### src/rtl/morse_decoder_pkg.sv
// Shared Morse symbol/state types and default timing constants for the key symbolizer.
// Latency: n/a (types only); backpressure: n/a.
package morse_decoder_pkg;

  typedef enum logic [1:0] {
    SYM_DOT,
    SYM_DASH,
    SYM_LETTER_END,
    SYM_WORD_END
  } morse_sym_t;

  typedef enum logic [1:0] {
    ST_IDLE,
    ST_PRESS,
    ST_GAP,
    ST_LETTER_DONE
  } morse_state_t;

  localparam int TICK_CYCLES_C      = 100000;
  localparam int DASH_MIN_TICKS_C   = 200;
  localparam int LETTER_GAP_TICKS_C = 600;
  localparam int WORD_GAP_TICKS_C   = 1400;

endpackage

### src/rtl/morse_symbolizer_tick_gen.sv
// Prescaler: counts 0..TICK_CYCLES-1 and pulses tick_o in the last count; clear_i restarts at 0.
// Latency: tick_o is combinational from the count; backpressure: none.
module tick_gen
  import morse_decoder_pkg::*;
#(
  parameter int TICK_CYCLES = TICK_CYCLES_C
) (
  input  logic clk,
  input  logic resetn,
  input  logic clear_i,
  output logic tick_o
);

  localparam int CW = (TICK_CYCLES > 1) ? $clog2(TICK_CYCLES) : 1;
  localparam logic [CW-1:0] LAST_C = CW'(TICK_CYCLES - 1);

  logic [CW-1:0] r_cnt;
  logic          w_wrap;

  assign w_wrap = (r_cnt == LAST_C);
  assign tick_o = w_wrap;

  always_ff @(posedge clk or negedge resetn) begin
    if (!resetn) begin
      r_cnt <= '0;
    end else if (clear_i || w_wrap) begin
      r_cnt <= '0;
    end else begin
      r_cnt <= r_cnt + 1'b1;
    end
  end

endmodule

### src/rtl/morse_symbolizer.sv
// Classifies key press/idle durations into DOT/DASH/LETTER_END/WORD_END symbols.
// Latency: symbol valid the edge after its trigger; backpressure: held until accepted, new symbols dropped (sticky overflow) while stalled.
module morse_symbolizer
  import morse_decoder_pkg::*;
#(
  parameter int TICK_CYCLES      = TICK_CYCLES_C,
  parameter int DASH_MIN_TICKS   = DASH_MIN_TICKS_C,
  parameter int LETTER_GAP_TICKS = LETTER_GAP_TICKS_C,
  parameter int WORD_GAP_TICKS   = WORD_GAP_TICKS_C
) (
  input  logic       clk,
  input  logic       resetn,
  input  logic       db_btn_i,
  output morse_sym_t sym_o,
  output logic       sym_valid_o,
  input  logic       sym_ready_i,
  output logic       overflow_o
);

  localparam int DW = $clog2(WORD_GAP_TICKS + 1);

  morse_state_t r_state, w_state_nxt;
  morse_sym_t   r_sym, w_emit_sym;
  logic         r_btn_q, r_valid, r_overflow;
  logic [DW-1:0] r_dur, w_dur_eff;
  logic         w_rise, w_fall, w_edge, w_tick, w_emit;

  assign w_rise = db_btn_i & ~r_btn_q;
  assign w_fall = ~db_btn_i & r_btn_q;
  assign w_edge = w_rise | w_fall;

  tick_gen #(
    .TICK_CYCLES(TICK_CYCLES)
  ) u_tick_gen (
    .clk    (clk),
    .resetn (resetn),
    .clear_i(w_edge),
    .tick_o (w_tick)
  );

  // A tick landing in the same cycle as a decision counts toward that decision.
  assign w_dur_eff = (w_tick && (r_dur != '1)) ? r_dur + 1'b1 : r_dur;

  always_ff @(posedge clk or negedge resetn) begin
    if (!resetn) begin
      r_btn_q <= 1'b0;
      r_dur   <= '0;
      r_state <= ST_IDLE;
    end else begin
      r_btn_q <= db_btn_i;
      r_dur   <= w_edge ? '0 : w_dur_eff;
      r_state <= w_state_nxt;
    end
  end

  always_comb begin
    w_state_nxt = r_state;
    w_emit      = 1'b0;
    w_emit_sym  = SYM_DOT;
    case (r_state)
      ST_IDLE: begin
        if (w_rise) w_state_nxt = ST_PRESS;
      end
      ST_PRESS: begin
        if (w_fall) begin
          w_emit      = 1'b1;
          w_emit_sym  = (w_dur_eff >= DW'(DASH_MIN_TICKS)) ? SYM_DASH : SYM_DOT;
          w_state_nxt = ST_GAP;
        end
      end
      ST_GAP: begin
        if (w_rise) begin
          w_state_nxt = ST_PRESS;
        end else if (w_tick && (w_dur_eff == DW'(LETTER_GAP_TICKS))) begin
          w_emit      = 1'b1;
          w_emit_sym  = SYM_LETTER_END;
          w_state_nxt = ST_LETTER_DONE;
        end
      end
      ST_LETTER_DONE: begin
        if (w_rise) begin
          w_state_nxt = ST_PRESS;
        end else if (w_tick && (w_dur_eff == DW'(WORD_GAP_TICKS))) begin
          w_emit      = 1'b1;
          w_emit_sym  = SYM_WORD_END;
          w_state_nxt = ST_IDLE;
        end
      end
      default: w_state_nxt = ST_IDLE;
    endcase
  end

  always_ff @(posedge clk or negedge resetn) begin
    if (!resetn) begin
      r_sym      <= SYM_DOT;
      r_valid    <= 1'b0;
      r_overflow <= 1'b0;
    end else if (w_emit && (!r_valid || sym_ready_i)) begin
      r_sym   <= w_emit_sym;
      r_valid <= 1'b1;
    end else if (w_emit) begin
      r_overflow <= 1'b1;
    end else if (r_valid && sym_ready_i) begin
      r_valid <= 1'b0;
    end
  end

  assign sym_o       = r_sym;
  assign sym_valid_o = r_valid;
  assign overflow_o  = r_overflow;

endmodule

### config.mk
export PLATFORM = sky130hd
export DESIGN_NAME = morse_symbolizer
export DESIGN_NICKNAME = d
export VERILOG_FILES = /design/src/rtl/morse_decoder_pkg.sv /design/src/rtl/morse_symbolizer_tick_gen.sv /design/src/rtl/morse_symbolizer.sv
export SDC_FILE = /design/constraint.sdc
export NUM_CORES = 1
export LEC_CHECK = 0
export CELL_PAD_IN_SITES_DETAIL_PLACEMENT = 0
export CELL_PAD_IN_SITES_GLOBAL_PLACEMENT = 1
export CORE_ASPECT_RATIO = 1.75
export CORE_UTILIZATION = 50
export DETAILED_ROUTE_END_ITERATION = 8
export DONT_BUFFER_PORTS = 1
export PLACE_DENSITY = 0.76
export SLEW_MARGIN = 20
export SYNTH_ARGS = -nofsm -noshare
export SYNTH_HDL_FRONTEND = slang
export SYNTH_SLANG_ARGS = --single-unit
### constraint.sdc
create_clock -name clk -period 4.7 [get_ports clk]
set_input_delay 0.94 -clock clk [delete_from_list [all_inputs] [get_ports clk]]
set_output_delay 0.94 -clock clk [all_outputs]
set_load 0.01 [all_outputs]
# == After elaboration in Yosys (flattened, before gate mapping) ==
# Cells that the tools add are included.
# totals
ff_bits,35
inputBits,4
# classes
add_sub_neg,2
n_lt_le_gt_ge,1
eq_ne,12
muxes,26
bitwise,6
reduce_logical,13
# op_table
cell,count
11-bit 2-to-1 mux,2
2-bit 2-to-1 mux,10
"17-bit by 1-bit adder with 17-bit output, second input constant",1
"17-bit equality test, second input constant",1
17-bit 2-to-1 mux,1
"11-bit by 1-bit adder with 11-bit output, second input constant",1
"11-bit by 10-bit equality test with 1-bit output, second input constant",1
"11-bit equality test, second input constant",1
"11-bit by 8-bit >= comparator with 1-bit output, second input constant",1
"11-bit != test, second input constant",1
1-bit 2-to-1 mux,10
2-bit case mux with 4 select lines,1
"3-bit != test, second input constant",2
2-bit case mux with 3 select lines,1
1-bit logical AND,5
"2-bit equality test, second input constant",2
"2-bit != test, second input constant",2
2-bit AND reduction,2
4-bit AND reduction,1
1-bit inverter,3
1-bit case mux with 3 select lines,1
1-bit bitwise AND,2
"2-bit by 1-bit equality test with 1-bit output, second input constant",1
2-bit zero test,1
other kinds (5),6

# == Depth between registers and ports, before layout ==
# logic_depth
ltp_word,11
ltp_mapped,9

# == Cells and area by module ==
# Synthesis repeated with hierarchy kept, for this count alone.
# hier_totals
hier_cells,225
hier_area_um2,2139.6
# modules_own_cells
module,instances,cells_per_inst,area_per_inst_um2
morse_symbolizer,1,138,1291.2
tick_gen,1,87,848.3

# == Worst setup path after synthesis ==
# OpenSTA, ideal clock, no wires.
# synth_path
kind,reg-to-reg
start,register u_tick_gen.r_cnt[8]
end,"register r_sym[0], in the netlist sym_o[0]"
setup_time_ns,0.094
arrival_ns,2.632
required_time_ns,4.606
setup_slack_ns,1.975
stages_incl_launch_ff,9
synth_period_minus_slack_ns,2.725
path_cell_list,dfrtp_1 -> or4b_4 -> or4_4 -> nor3_1 -> o22a_1 -> nor4b_4 -> o211ai_2 -> a21o_1 -> a221oi_2
# synth_via
elab_chain_len,9
word_cells_on_any_way,19
classes_between,order compare (1); eq/ne (3); mux (11); reduce/logical (4)
# synth_rtl
item,line_no,rtl
start: declaration,morse_symbolizer_tick_gen.sv:17,logic [CW-1:0] r_cnt;
start signal: assignment,morse_symbolizer_tick_gen.sv:29,r_cnt <= r_cnt + 1'b1;
17-bit equality test (*),morse_symbolizer_tick_gen.sv:20,assign w_wrap = (r_cnt == LAST_C);
"parallel branches: the longest is 8 deep, another holds 11-bit by 8-bit >= comparator with 1-bit output",--,
end signal: assignment,morse_symbolizer.sv:99,r_sym <= w_emit_sym;
end: declaration,morse_symbolizer.sv:23,"morse_sym_t r_sym, w_emit_sym;"
# Every way passes the cells marked *.
# A chain may end at the register's enable or synchronous reset.

# == Worst setup path after layout ==
# Same ends and word-level chain as after synthesis.

==> impl_results.md <==
* First-pass iteration count of the detailed router at 4
* Number of enable-type register cells in the synthesized netlist at 0
* Synthesized netlist cell count at 220
* Routed wire length at 4330 microns
* # rows at 31
* Tmin final at slightly below 3000 ps
* Clock slew at reported path FFs at about 70 ps
* Clock root cell: sky130_fd_sc_hd__clkbuf_8
* Number of hold-slack violations in the final timing report at 0
* Largest incremental delay on the critical path at 570 ps
* Highest fanout seen on the critical path at 5
* Synth Warn # at 0
* Global Route met1 Usage at 20.4%
* Floorplan core area at 4110 sq um
* Final std cells w/o fill at 270
* Global-route congestion overflow total at 0
* Flip-flop cell with the highest count after synthesis: sky130_fd_sc_hd__dfrtp_1
* Most frequent cells in the layout: sky130_fd_sc_hd__dfrtp_1, sky130_fd_sc_hd__nor2_1, sky130_fd_sc_hd__nand2_1
* Max_cap viols at 0
* Post-synthesis async set-or-reset flop share at 100%
* Number of instances resized during post-cts repair at 0
* Number of setup buffers added after CTS at 0
* Count of state elements after synthesis at 35
* Fraction of layout cells with a size suffix above 1 at 11.3%
* Commonest non-fill, non-tap cell in the layout: sky130_fd_sc_hd__dfrtp_1
* DR vias at 1562
* Worst vdd rail ir drop at 207 uV
* Starting utilization of the core area at 51.8%
* Maximum buffer depth of the clock tree at 2
* Clock insertion delay at the later pin of the skew report at 290 ps
* Synth unique cells at 52
* Top Usage Layer GRT: met2
* Antenna diode instance count at 0
* Via count of the first global-routing pass at about 1600
* Relative slew slack at 62.7%
* Number of design rule violations left after detail routing at 0
* Worst hold margin at ~340 ps
* Number of pins with negative max-slew slack in the final report at 0
* Wire length of the first global-routing pass at 7020 microns
* Residual antenna-violating net count after detailed routing at 0
* Endpoint type of the worst setup path: flop
* Path class of the lowest-slack min-delay path: input pin to asynchronous set/reset pin
* Slowest-stage cell, CP: sky130_fd_sc_hd__or4b_4
* First-iteration detailed-routing DRC count at 35
* Largest net degree at the start of global routing at 36
* Per-instance average area after synthesis at 9.69 sq um
* Required time at the worst-slack endpoint at 4900 ps
* Clock buffer count from CTS at 5
* Critical path data arrival time at 3120 ps
* # port buffers at 0
* Setup TNS at 0 ps
* Number of inserted filler cells in the final layout at 388
* Nets@finish at 228
* Via-per-instance ratio at 5.79
* Die Outline Area at 4540 sq um
* Clock Sink Count at 35
* Die Wd at about 51 microns
* Initial antenna violation count at 0
* Transition time at the pin with the least slew margin at around 550 ps
* Final number of setup-violating endpoints at 0
* Static leakage at 0.000978 uW
* Vertical die dimension at 88.4 microns
* Post-layout power at 609 uW
* Area of the mapped netlist at 2130 sq um
* Run status: completed
* IO Pins at 8
* Layout Skew at 8.65 ps
* Period utilisation layout at between 60% and 70%
* Cell count after placement at 262
* TritonCTS clock tree: done
* Category of the most critical setup path: flop to flop
* Count of hold buffers inserted by post-cts repair at 0
* Total global routing track utilization at 21.2%
* Total power per unit cell area at 273 nW/um^2
* M2 GR Usage at 41.1%
* Detail-routed net length per standard cell at ~16 microns
* Mapped Nets at 228
* Critical path launch point type: flop
* Count of H-tree levels built during CTS at 2
* Area growth, synth to finish at 4.64%
* Sequential fraction of the synthesis area at 41.1%
* HPWL Detailed at around 3200 microns
* F_max at 0.343 GHz
* Final estimated routing congestion in global placement at approximately 0.87
* Series of cell instances along the critical path: or4b_4 -> or4_4 -> nor3_1 -> o22a_1 -> nor4b_4 -> o211ai_2 -> a21o_1 -> a221oi_2
* Met3 Use GR at 4.12%
* Setup repair after global routing missed its margin: false
[synth_stat cells (2+ instances only)]
| library cell | n | area [sq um] |
|---|---|---|
| sky130_fd_sc_hd__clkbuf_1 | 4 | 15.0 |
| sky130_fd_sc_hd__nor3_1 | 7 | 35.0 |
| sky130_fd_sc_hd__nor3b_1 | 2 | 15.0 |
| sky130_fd_sc_hd__and2_1 | 9 | 56.3 |
| sky130_fd_sc_hd__buf_4 | 2 | 15.0 |
| sky130_fd_sc_hd__nand2b_1 | 2 | 12.5 |
| sky130_fd_sc_hd__nor4_1 | 2 | 12.5 |
| sky130_fd_sc_hd__a21boi_0 | 2 | 15.0 |
| sky130_fd_sc_hd__o21ai_0 | 3 | 15.0 |
| sky130_fd_sc_hd__xnor2_1 | 10 | 87.6 |
| sky130_fd_sc_hd__nand4bb_2 | 2 | 32.5 |
| sky130_fd_sc_hd__mux2i_1 | 2 | 20.0 |
| sky130_fd_sc_hd__and3_2 | 3 | 22.5 |
| sky130_fd_sc_hd__or3_1 | 2 | 12.5 |
| sky130_fd_sc_hd__xor2_1 | 15 | 131 |
| sky130_fd_sc_hd__inv_1 | 4 | 15.0 |
| sky130_fd_sc_hd__nand4_1 | 4 | 25.0 |
| sky130_fd_sc_hd__a21oi_1 | 5 | 25.0 |
| sky130_fd_sc_hd__and2b_1 | 2 | 15.0 |
| sky130_fd_sc_hd__nand3_1 | 14 | 70.1 |
| sky130_fd_sc_hd__a31oi_1 | 2 | 12.5 |
| sky130_fd_sc_hd__a311oi_1 | 2 | 17.5 |
| sky130_fd_sc_hd__nor2_1 | 28 | 105 |
| sky130_fd_sc_hd__nand2_1 | 22 | 82.6 |
| sky130_fd_sc_hd__and3b_1 | 3 | 26.3 |
| sky130_fd_sc_hd__and3_1 | 3 | 18.8 |
| sky130_fd_sc_hd__and4_1 | 2 | 17.5 |
| sky130_fd_sc_hd__ha_1 | 4 | 50.1 |
| sky130_fd_sc_hd__dfrtp_1 | 35 | 876 |
[registers in the layout, summed over array words and instances, names as in the netlist]
name / count
r_state: 2
r_dur: 11
sym_o: 2
u_tick_gen.r_cnt: 17
overflow_o: 1
r_btn_q: 1
sym_valid_o: 1
[through the flow]
step	worst slack, ps	utilization [%]	instance area [sq um]
6_report	1780	54.2	2230
5_1_grt	1650	54.2	2230
4_1_cts	1790	54.2	2230
3_5_place_dp	1810	52.3	2150
3_3_place_gp	1850	52.3	2150
2_1_floorplan	1970	-	2130
[final timing paths]
check | startpoint | endpoint | slack, ps | depth (start not counted)
hold reg to reg | u_tick_gen.r_cnt[0] | u_tick_gen.r_cnt[0] | 490 | 1
max in group asynchronous | resetn | r_dur[8] | 4280 | 0
hold / removal | resetn | r_dur[0] | 340 | 0
setup / recovery | u_tick_gen.r_cnt[8] | sym_o[0] | 1780 | 8
min in group clk | u_tick_gen.r_cnt[0] | u_tick_gen.r_cnt[0] | 490 | 1
setup reg to reg | u_tick_gen.r_cnt[8] | sym_o[0] | 1780 | 8
[per-layer routing]
| metal | vias to the layer above | wire [microns] |
|---|---|---|
| li1 | 767 | - |
| met1 | 751 | 1680 |
| met2 | 29 | 2420 |
| met3 | 15 | 84 |
| met4 | 0 | 136 |
| met5 | - | 0 |
[report_power, final]
group / switching (uW) / internal, uW
combinational: 27.1 / 24.8
clock: 107 / 104
sequential: 23.5 / 322
[area by class of cell]
class / count / area (sq um) / share of cell area (%)
flip-flops and latches: 35 / 876 / 39.3
multi-input cells: 174 / 1200 / 53.6
clock buffers: 7 / 76.3 / 3.42
clock inverters: 1 / 5.00 / 0.224
inverters: 4 / 15.0 / 0.673
well taps: 49 / 61.3 / 2.75
[critical path: cells and delay by family (launching register included)]
family,cells,cell delay [ps]
simple gates,4,1590
compound gates,4,830
flops,1,400
[kinds of logic (layout without fill, tap and decap cells)]
logic type / count (synthesis) / after routing / synth area share (%)
flip-flops: 35 / 35 / 41.1
AO/OA/AOI/OAI: 23 / 23 / 8.93
XOR/XNOR: 25 / 25 / 10.3
multiplexers: 2 / 2 / 0.940
AND/OR/NAND/NOR: 120 / 120 / 33.6
buffers and inverters: 11 / 12 / 2.76
adder cells (fa/ha/maj): 4 / 4 / 2.35
(Power assumes the default switching activity.)
